[src/rtl/morse_pkg.sv]
// Shared constants for the Morse letter transmitter.
// State codes, symbol timing in units and letter indices.
package morse_pkg;

  localparam logic [1:0] ST_IDLE = 2'b00;
  localparam logic [1:0] ST_ON   = 2'b01;
  localparam logic [1:0] ST_GAP  = 2'b10;

  localparam logic [1:0] DOT_UNITS  = 2'd1;
  localparam logic [1:0] DASH_UNITS = 2'd3;
  localparam logic [1:0] GAP_UNITS  = 2'd1;

  localparam logic [2:0] LTR_A = 3'd0;
  localparam logic [2:0] LTR_B = 3'd1;
  localparam logic [2:0] LTR_C = 3'd2;
  localparam logic [2:0] LTR_D = 3'd3;
  localparam logic [2:0] LTR_E = 3'd4;
  localparam logic [2:0] LTR_F = 3'd5;
  localparam logic [2:0] LTR_G = 3'd6;
  localparam logic [2:0] LTR_H = 3'd7;

  typedef struct packed {
    logic [2:0] len;
    logic [3:0] pat;
  } morse_code_t;

endpackage

[src/rtl/morse_transmitter_if.sv]
// Request and stream bundle between the board top and
// the Morse transmitter.
interface morse_transmitter_if;

  logic       start;
  logic [2:0] letter;
  logic       led_out;
  logic       busy;
  logic       done;
  logic [1:0] state_dbg;

  modport master (
    output start, letter,
    input  led_out, busy, done, state_dbg
  );

  modport slave (
    input  start, letter,
    output led_out, busy, done, state_dbg
  );

endinterface

[src/rtl/morse_rom.sv]
// Letter to Morse code lookup, A..H.
// Pattern is MSB-first, 1 = dash, left-justified.
module morse_rom
  import morse_pkg::*;
(
  input  logic [2:0]  letter,
  output morse_code_t code
);

  // Fixed code table.
  always_comb begin
    code = '0;
    unique case (letter)
      LTR_A: code = '{len: 3'd2, pat: 4'b0100};
      LTR_B: code = '{len: 3'd4, pat: 4'b1000};
      LTR_C: code = '{len: 3'd4, pat: 4'b1010};
      LTR_D: code = '{len: 3'd3, pat: 4'b1000};
      LTR_E: code = '{len: 3'd1, pat: 4'b0000};
      LTR_F: code = '{len: 3'd4, pat: 4'b0010};
      LTR_G: code = '{len: 3'd3, pat: 4'b1100};
      LTR_H: code = '{len: 3'd4, pat: 4'b0000};
      default: code = '0;
    endcase
  end

endmodule

[src/rtl/morse_transmitter.sv]
// Plays one Morse letter on a single LED line.
// Dot 1 unit on, dash 3 units on, 1 unit off after each.
module morse_transmitter
  import morse_pkg::*;
#(
  parameter int TICKS_PER_UNIT = 25000000,
  parameter int CNT_W          = 25
) (
  input logic                 clk,
  input logic                 reset_n,
  morse_transmitter_if.slave  bus
);

  logic [1:0]       state;
  logic [3:0]       shreg;
  logic [2:0]       symcnt;
  logic [CNT_W-1:0] tick;
  logic [1:0]       units;
  logic             led_q;
  logic             busy_q;
  logic             done_q;

  morse_code_t code;

  logic       tick_end;
  logic [1:0] units_nx;
  logic [1:0] sym_units;

  morse_rom u_rom (
    .letter (bus.letter),
    .code   (code)
  );

  assign tick_end  = (tick == CNT_W'(TICKS_PER_UNIT - 1));
  assign units_nx  = units + 2'd1;
  assign sym_units = shreg[3] ? DASH_UNITS : DOT_UNITS;

  // FSM, shift register, counters and registered outputs.
  always_ff @(posedge clk or negedge reset_n) begin
    if (!reset_n) begin
      state  <= ST_IDLE;
      shreg  <= '0;
      symcnt <= '0;
      tick   <= '0;
      units  <= '0;
      led_q  <= 1'b0;
      busy_q <= 1'b0;
      done_q <= 1'b0;
    end else begin
      done_q <= 1'b0;
      unique case (state)
        ST_IDLE: begin
          if (bus.start) begin
            shreg  <= code.pat;
            symcnt <= code.len;
            tick   <= '0;
            units  <= '0;
            state  <= ST_ON;
            led_q  <= 1'b1;
            busy_q <= 1'b1;
          end
        end
        ST_ON: begin
          if (!tick_end) begin
            tick <= tick + CNT_W'(1);
          end else begin
            tick <= '0;
            if (units_nx == sym_units) begin
              shreg  <= {shreg[2:0], 1'b0};
              symcnt <= symcnt - 3'd1;
              units  <= '0;
              state  <= ST_GAP;
              led_q  <= 1'b0;
            end else begin
              units <= units_nx;
            end
          end
        end
        ST_GAP: begin
          if (!tick_end) begin
            tick <= tick + CNT_W'(1);
          end else begin
            tick <= '0;
            if (units_nx == GAP_UNITS) begin
              units <= '0;
              if (symcnt != 3'd0) begin
                state <= ST_ON;
                led_q <= 1'b1;
              end else begin
                state  <= ST_IDLE;
                busy_q <= 1'b0;
                done_q <= 1'b1;
              end
            end else begin
              units <= units_nx;
            end
          end
        end
        default: begin
          state  <= ST_IDLE;
          led_q  <= 1'b0;
          busy_q <= 1'b0;
        end
      endcase
    end
  end

  assign bus.led_out   = led_q;
  assign bus.busy      = busy_q;
  assign bus.done      = done_q;
  assign bus.state_dbg = state;

endmodule

[src/flat_wrapper.sv]
// flat-port wrapper written by rule: the top's interface ports become plain ports
module morse_transmitter_flat import morse_pkg::*;
#(
  parameter int TICKS_PER_UNIT = 25000000,
  parameter int CNT_W          = 25
)
  (clk, reset_n, bus_start, bus_letter, bus_led_out, bus_busy, bus_done, bus_state_dbg);
  morse_transmitter_if bus_i ();
  input logic clk;
  input logic reset_n;
  input wire logic [$bits(bus_i.start)-1:0] bus_start;
  input wire logic [$bits(bus_i.letter)-1:0] bus_letter;
  output wire logic [$bits(bus_i.led_out)-1:0] bus_led_out;
  output wire logic [$bits(bus_i.busy)-1:0] bus_busy;
  output wire logic [$bits(bus_i.done)-1:0] bus_done;
  output wire logic [$bits(bus_i.state_dbg)-1:0] bus_state_dbg;
  assign bus_i.start = bus_start;
  assign bus_i.letter = bus_letter;
  assign bus_led_out = bus_i.led_out;
  assign bus_busy = bus_i.busy;
  assign bus_done = bus_i.done;
  assign bus_state_dbg = bus_i.state_dbg;
  morse_transmitter #(.TICKS_PER_UNIT(TICKS_PER_UNIT), .CNT_W(CNT_W)) u_core (.clk(clk), .reset_n(reset_n), .bus(bus_i));
endmodule
[config.mk]
export PLATFORM = sky130hd
export DESIGN_NAME = morse_transmitter_flat
export DESIGN_NICKNAME = d
export VERILOG_FILES = /design/src/rtl/morse_pkg.sv /design/src/rtl/morse_transmitter_if.sv /design/src/rtl/morse_rom.sv /design/src/rtl/morse_transmitter.sv /design/src/flat_wrapper.sv
export SDC_FILE = /design/constraint.sdc
export NUM_CORES = 1
export LEC_CHECK = 0
export CAP_MARGIN = 30
export CORE_ASPECT_RATIO = 1.25
export CORE_MARGIN = 2
export CORE_UTILIZATION = 65
export DETAILED_ROUTE_END_ITERATION = 8
export PLACE_DENSITY = 0.83
export SYNTH_ARGS = -nofsm -noshare
export SYNTH_HDL_FRONTEND = slang
export SYNTH_SLANG_ARGS = --single-unit
[constraint.sdc]
create_clock -name clk -period 3.9 [get_ports clk]
set_input_delay 0.585 -clock clk [delete_from_list [all_inputs] [get_ports clk]]
set_output_delay 0.585 -clock clk [all_outputs]
set_load 0.005 [all_outputs]
======== Word-level counts from Yosys, hierarchy flattened ========
Memory sizes are Yosys's and may differ from the RTL's.
Index checks and enable logic that the tools add are counted.
word-level totals
  register bits ........................... 39
  memory bits (read-only) ................. 48
  bits of input ports ..................... 6
  output and inout bits ................... 5
  word-level logic and storage cells ...... 77
  memories kept ........................... 1
memory list
  memory           words  width  read ports  clocked after memory_dff  write ports  RTL line         text
  (no name shown)  8      6      1           0                         0            morse_rom.sv:13  unique case (letter)
cells by class
  add/subtract/negate cells ............... 3
  equality and inequality tests ........... 12
  mux-type cells .......................... 40
  bitwise logic cells ..................... 1
  reduce and logical (&&, ||, !) cells .... 12
operators by type and width
  cell                                                                 number
  25-bit 2-to-1 mux                                                    2
  25-bit case mux with 2 select lines                                  1
  25-bit by 1-bit adder with 25-bit output (second input constant)     1
  25-bit == test (second input constant)                               1
  2-bit 2-to-1 mux                                                     11
  1-bit 2-to-1 mux                                                     14
  4-bit 2-to-1 mux                                                     3
  2-bit case mux with 3 select lines                                   2
  2-bit by 1-bit != test with 1-bit output (second input constant)     5
  5-bit AND reduction                                                  2
  3-bit 2-to-1 mux                                                     3
  4-bit case mux with 2 select lines                                   1
  4-bit AND reduction                                                  2
  1-bit case mux with 3 select lines                                   2
  3-bit case mux with 2 select lines                                   1
  6-bit AND reduction                                                  1
  3-bit nonzero test                                                   2
  2-bit by 1-bit == test with 1-bit output (second input constant)     2
  2-bit != test (second input constant)                                2
  2-bit nonzero test                                                   2
  3-bit by 1-bit subtractor with 3-bit output (second input constant)  1
  2-bit by 1-bit adder with 2-bit output (second input constant)       1
  2-bit == test                                                        1
  2-bit == test (second input constant)                                1
  other kinds (4)                                                      4

======== Depth between registers and ports, before layout ========
  depth after elaboration ................. 5
  mapped depth ............................ 9

======== Hierarchy ========
Synthesis repeated with hierarchy kept, for this count alone.
unflattened totals
  cells, all modules ...................... 302
  area total of the unflattened synthesis .. 2632.5 um2
modules (own cells, without submodules)
  module             times used  cells an instance  area an instance (um2)  seq. area each (um2)
  morse_transmitter  1           283                2477.4                  975.9
  morse_rom          1           19                 155.1                   0.0

======== Worst setup path after synthesis ========
No wires, ideal clock.
  path type ............................... register to register
  from .................................... register u_core.state[0] (netlist: u_core.bus.state_dbg[0])
  to ...................................... register u_core.tick[22]
  setup time .............................. 78 ps
  arrival ................................. 2441 ps
  setup slack ............................. 1382 ps
  cell stages (with the launch flop) ...... 10
  path buffers ............................ 2
  cell sequence ........................... dfrtp_1 > inv_1 > ha_1 > nor2b_4 > buf_6 > or4_4 > buf_6 > or4_4 > or3_1 > a21oi_1
between the ends
  word-level cells in the longest chain between the ends .. 4
  elaborated cells between the ends (all ways) .. 8
  those cells by class .................... eq/ne: 3; mux: 1; reduce/logical: 4
RTL lines
  element                                                                           RTL line                 text
  from (decl)                                                                       morse_transmitter.sv:14  logic [1:0] state;
  from (signal assigned)                                                            morse_transmitter.sv:41  state <= ST_IDLE;
  from (signal assigned)                                                            morse_transmitter.sv:58  state <= ST_ON;
  from (signal assigned)                                                            morse_transmitter.sv:72  state <= ST_GAP;
  2-bit by 1-bit == test with 1-bit output / 2-bit == test (equally long branches)  morse_transmitter.sv:51  unique case (state)
  2-bit OR reduction (no line)                                                      --
  2-bit nonzero test (no line)                                                      --
  2-bit AND reduction (no line)                                                     --
  to (signal assigned)                                                              morse_transmitter.sv:65  tick <= tick + CNT_W'(1);
  to (signal assigned)                                                              morse_transmitter.sv:81  tick <= tick + CNT_W'(1);
  to (decl)                                                                         morse_transmitter.sv:17  logic [CNT_W-1:0] tick;
Parallel ways exist; a longest one is shown, timed or not.
A chain may end at the register's enable or synchronous reset.

======== Worst setup path after layout ========
  from .................................... register u_core.tick[7]
  to ...................................... register u_core.tick[24]
between the ends
  word-level cells in the longest chain between the ends .. 3
  elaborated cells between the ends (all ways) .. 4
  those cells by class .................... add/sub: 1; eq/ne: 1; mux: 2
RTL lines
  element                                                                            RTL line
  25-bit by 1-bit adder with 25-bit output / 25-bit == test (equally long branches)  morse_transmitter.sv:65, morse_transmitter.sv:81, morse_transmitter.sv:34
  25-bit 2-to-1 mux *                                                                morse_transmitter.sv:64, morse_transmitter.sv:80
  25-bit case mux with 2 select lines *                                              morse_transmitter.sv:51
Mark *: on every way between the ends. The rest lies on a longest branch, timed or not.

==> results.sh <==
export IMPL_cts_sinks=38
export IMPL_ys_seq_area_share_pct=39.7
export IMPL_worstReg2RegEnd="u_core.tick[24]"
export IMPL_yosys_area_top_type_share_pct=39.7
export IMPL_crit_required_ns=4.08
export IMPL_fin_nets=296
export IMPL_r2r_start="u_core.tick[7]"
export IMPL_crit_end="u_core.tick[24]"
export IMPL_via_per_inst=6.19
export IMPL_avgSynthCellArea_sq_um=8.83
export IMPL_place_gp_congestion=0.862
export IMPL_r2r_slack_ns=1.21
export IMPL_tns_ns=0
export IMPL_hold_buffers=0
export IMPL_dr_pass1_iters=4
export IMPL_ctsLongestPathBuffers=2
export IMPL_place_area_sq_mm=0.00248
export IMPL_core_area_sq_mm=0.00351
export IMPL_slew_violations=0
export IMPL_die_area_sq_mm=0.00419
export IMPL_yosysTopAreaCell="dfrtp_1"
export IMPL_slew_headroom_pct=41.1
export IMPL_yosys_warnings=0
export IMPL_grtUsageTotal_pct=26.0
export IMPL_synthDistinctLibCells=49
export IMPL_final_antenna_net_count=0
export IMPL_cp_arrival_ns=2.87
export IMPL_vias=1963
export IMPL_grt_overflow_total=0
export IMPL_fill_cells=271
export IMPL_setup_violations=0
export IMPL_fp_row_count=24
export IMPL_n_antenna_cell=0
export IMPL_cts_root_buf="clkbuf_8"
export IMPL_p_seq_share_pct=38.6
export IMPL_wl_per_cell_um=15.5
export IMPL_power_switching_uw=480
export IMPL_fin_crit_ns=2.69
export IMPL_grt_antenna_before_repair=0
export IMPL_grt_max_degree=39
export IMPL_combPwrFrac_pct=39.3
export IMPL_rsz0062_at_grt="no"
export IMPL_end_kind="register"
export IMPL_clkTransAtPathRegs_ns=0.08
export IMPL_layout_drive_gt1_share_pct=6.83
export IMPL_pwr_share_clk_pct=22.0
export IMPL_critPathLaunchType="register"
export IMPL_ios=11
export IMPL_crit_fanout=13
export IMPL_start_util_pct=68.1
export IMPL_clk_latency_ns=0.29
export IMPL_ys_ff_latch=38
export IMPL_worstMarginPinSlew_ns=0.881
export IMPL_syn_num_nets=290
export IMPL_drcViolationCount=0
export IMPL_vdd_drop_max_v=0.000447
export IMPL_cts_max_level=2
export IMPL_area_growth_pct=7.58
export IMPL_skew_ns=0.00491
export IMPL_synth_edf_count=0
export IMPL_yosys_top_cells_area="dfrtp_1 40%, ha_1 6.8%, nand2_1 5.2%"
export IMPL_grt_pass1_wl_um=8290
export IMPL_max_freq_mhz=372
export IMPL_powerDensity_mw_per_mm2=500
export IMPL_drv_cap=0
export IMPL_cts_resized=0
export IMPL_r2r_cells=6
export IMPL_cts_tree="yes"
export IMPL_ys_top_cells_by_count="38 x dfrtp_1, 33 x nand2_1, 25 x nor2_1, 17 x inv_1, 14 x nand3_1"
export IMPL_swShare_pct=37.3
export IMPL_post_dp_hpwl_um=3430
export IMPL_critPathLaunch="u_core.tick[7]"
export IMPL_final_cell_area_sq_mm=0.00257
export IMPL_final_hold_viol_count=0
export IMPL_critPathKind="register to register"
export IMPL_portBuffers=10
export IMPL_die_x_um=58.3
export IMPL_hp_class="input port to asynchronous set/reset pin"
export IMPL_synth_area_sq_mm=0.00239
export IMPL_drtIter0Drc=99
export IMPL_numCtsBuffers=5
export IMPL_internal_power_uw=807
export IMPL_synth_ff_type="dfrtp_1"
export IMPL_yosysMostFrequentCell="dfrtp_1"
export IMPL_p_leak_nw=1.07
export IMPL_grt_pass1_vias=1795
export IMPL_post_cts_buffers=0
export IMPL_finalCritPeriodShare_pct=69.0
export IMPL_die_h_um=71.8
export IMPL_routed_wl_um=4920
export IMPL_status="finished clean"
export IMPL_async_flop_share_pct=100
export IMPL_synthCells=271
## stage by stage
step | hold WS, ns | cells | power (mW) | worst slack, ns | utilization [%]
2_1_floorplan | 0.289 | 271 | 0.873 | 1.38 | -
3_3_place_gp | 0.469 | 309 | 0.991 | 1.19 | 70.7
3_5_place_dp | 0.497 | 309 | 1.01 | 1.17 | 70.7
4_1_cts | 0.422 | 317 | 1.29 | 1.19 | 73.3
5_1_grt | 0.465 | 317 | 1.37 | 1.03 | 73.3
6_report | 0.388 | 317 | 1.29 | 1.21 | 73.3
## metal layers
metal / share of wire (%) / track usage [%] / vias up
met1: 46 / 34.5 / 932
met4: 2.7 / 10.3 / 0
met5: 0 / 0 / -
met2: 48 / 41.1 / 45
li1: - / - / 974
met3: 3.1 / 5.42 / 12
## final cells by class
type                            count  area, sq um  share of cell area [%]
Clock inverter                      1         5.00                   0.194
Clock buffer                        7         86.3                    3.35
Tap cell                           39         48.8                    1.90
Multi-Input combinational cell    204         1320                    51.2
Inverter                           17         63.8                    2.48
Sequential cell                    38          951                    36.9
Timing Repair Buffer               11          103                    3.98
## power by group through the flow
stage          Clock (mW)  Combinational [mW]  Sequential (mW)
6_report            0.284               0.506            0.497
2_1_floorplan           0               0.380            0.493
3_5_place_dp            0               0.502            0.504
3_3_place_gp            0               0.489            0.502
4_1_cts             0.289               0.504            0.497
5_1_grt             0.301               0.562            0.506
## critical path, cell delays in order, from the launching register on
cell and delay, ns:
dfrtp_1 0.42, or4b_1 0.52, nor4_1 0.46, a21boi_1 0.42
nor2_1 0.43, buf_4 0.26, nor2_1 0.07
## logic make-up (layout without fill, tap and decap cells)
logic type                 count (synthesis)  after routing  synth area share, %
AOI/OAI and AO/OA                         48             48                 13.3
xor gates and xnor gates                  16             16                 5.85
adders and majority gates                 13             13                 6.80
buffers and inverters                     29             36                 5.23
DFF                                       38             38                 39.7
muxes                                      9              9                 3.92
and+or+nand+nor                          118            118                 25.1
## placed cells by master (no fill, tap or decap), types with 2 or more instances in the layout
master,netlist,routed
dfrtp_1,38,38
nand2_1,33,33
nor2_1,25,25
inv_1,17,17
nand3_1,14,14
ha_1,13,13
nor4_1,12,12
xnor2_1,12,12
o21ai_0,10,10
nor3_1,9,9
clkdlybuf4s50_1,0,9
a21oi_1,8,8
mux2i_1,6,6
clkbuf_8,0,6
nand4_1,4,4
xor2_1,4,4
o21ai_1,4,4
a31oi_1,4,4
nor2b_1,3,3
o211ai_1,3,3
a211oi_1,3,3
and3_1,2,2
or2_2,2,2
or2_1,2,2
or4_1,2,2
o21a_1,2,2
o32a_1,2,2
o22a_1,2,2
or4_4,2,2
o22ai_1,2,2
mux2_2,2,2
## worst min path at each step
stage | startpoint | to | slack [ns] | cells past startpoint
after floorplan | reset_n | u_core.bus.busy | 0.29 | 0
after global placement | u_core.shreg[2] | u_core.shreg[2] | 0.47 | 1
after detailed placement | u_core.tick[1] | u_core.tick[1] | 0.50 | 2
after CTS | reset_n | u_core.tick[0] | 0.42 | 1
after global routing | reset_n | u_core.tick[2] | 0.47 | 1
final | reset_n | u_core.tick[3] | 0.39 | 1
## sequential cells by signal (all words and copies together), names as in the netlist
register and flops:
u_core.bus.state_dbg 2, u_core.tick 25, u_core.units 2, u_core.bus.busy 1
u_core.shreg 3, u_core.bus.led_out 1, u_core.symcnt 3, u_core.bus.done 1
(Power assumes the default switching activity.)
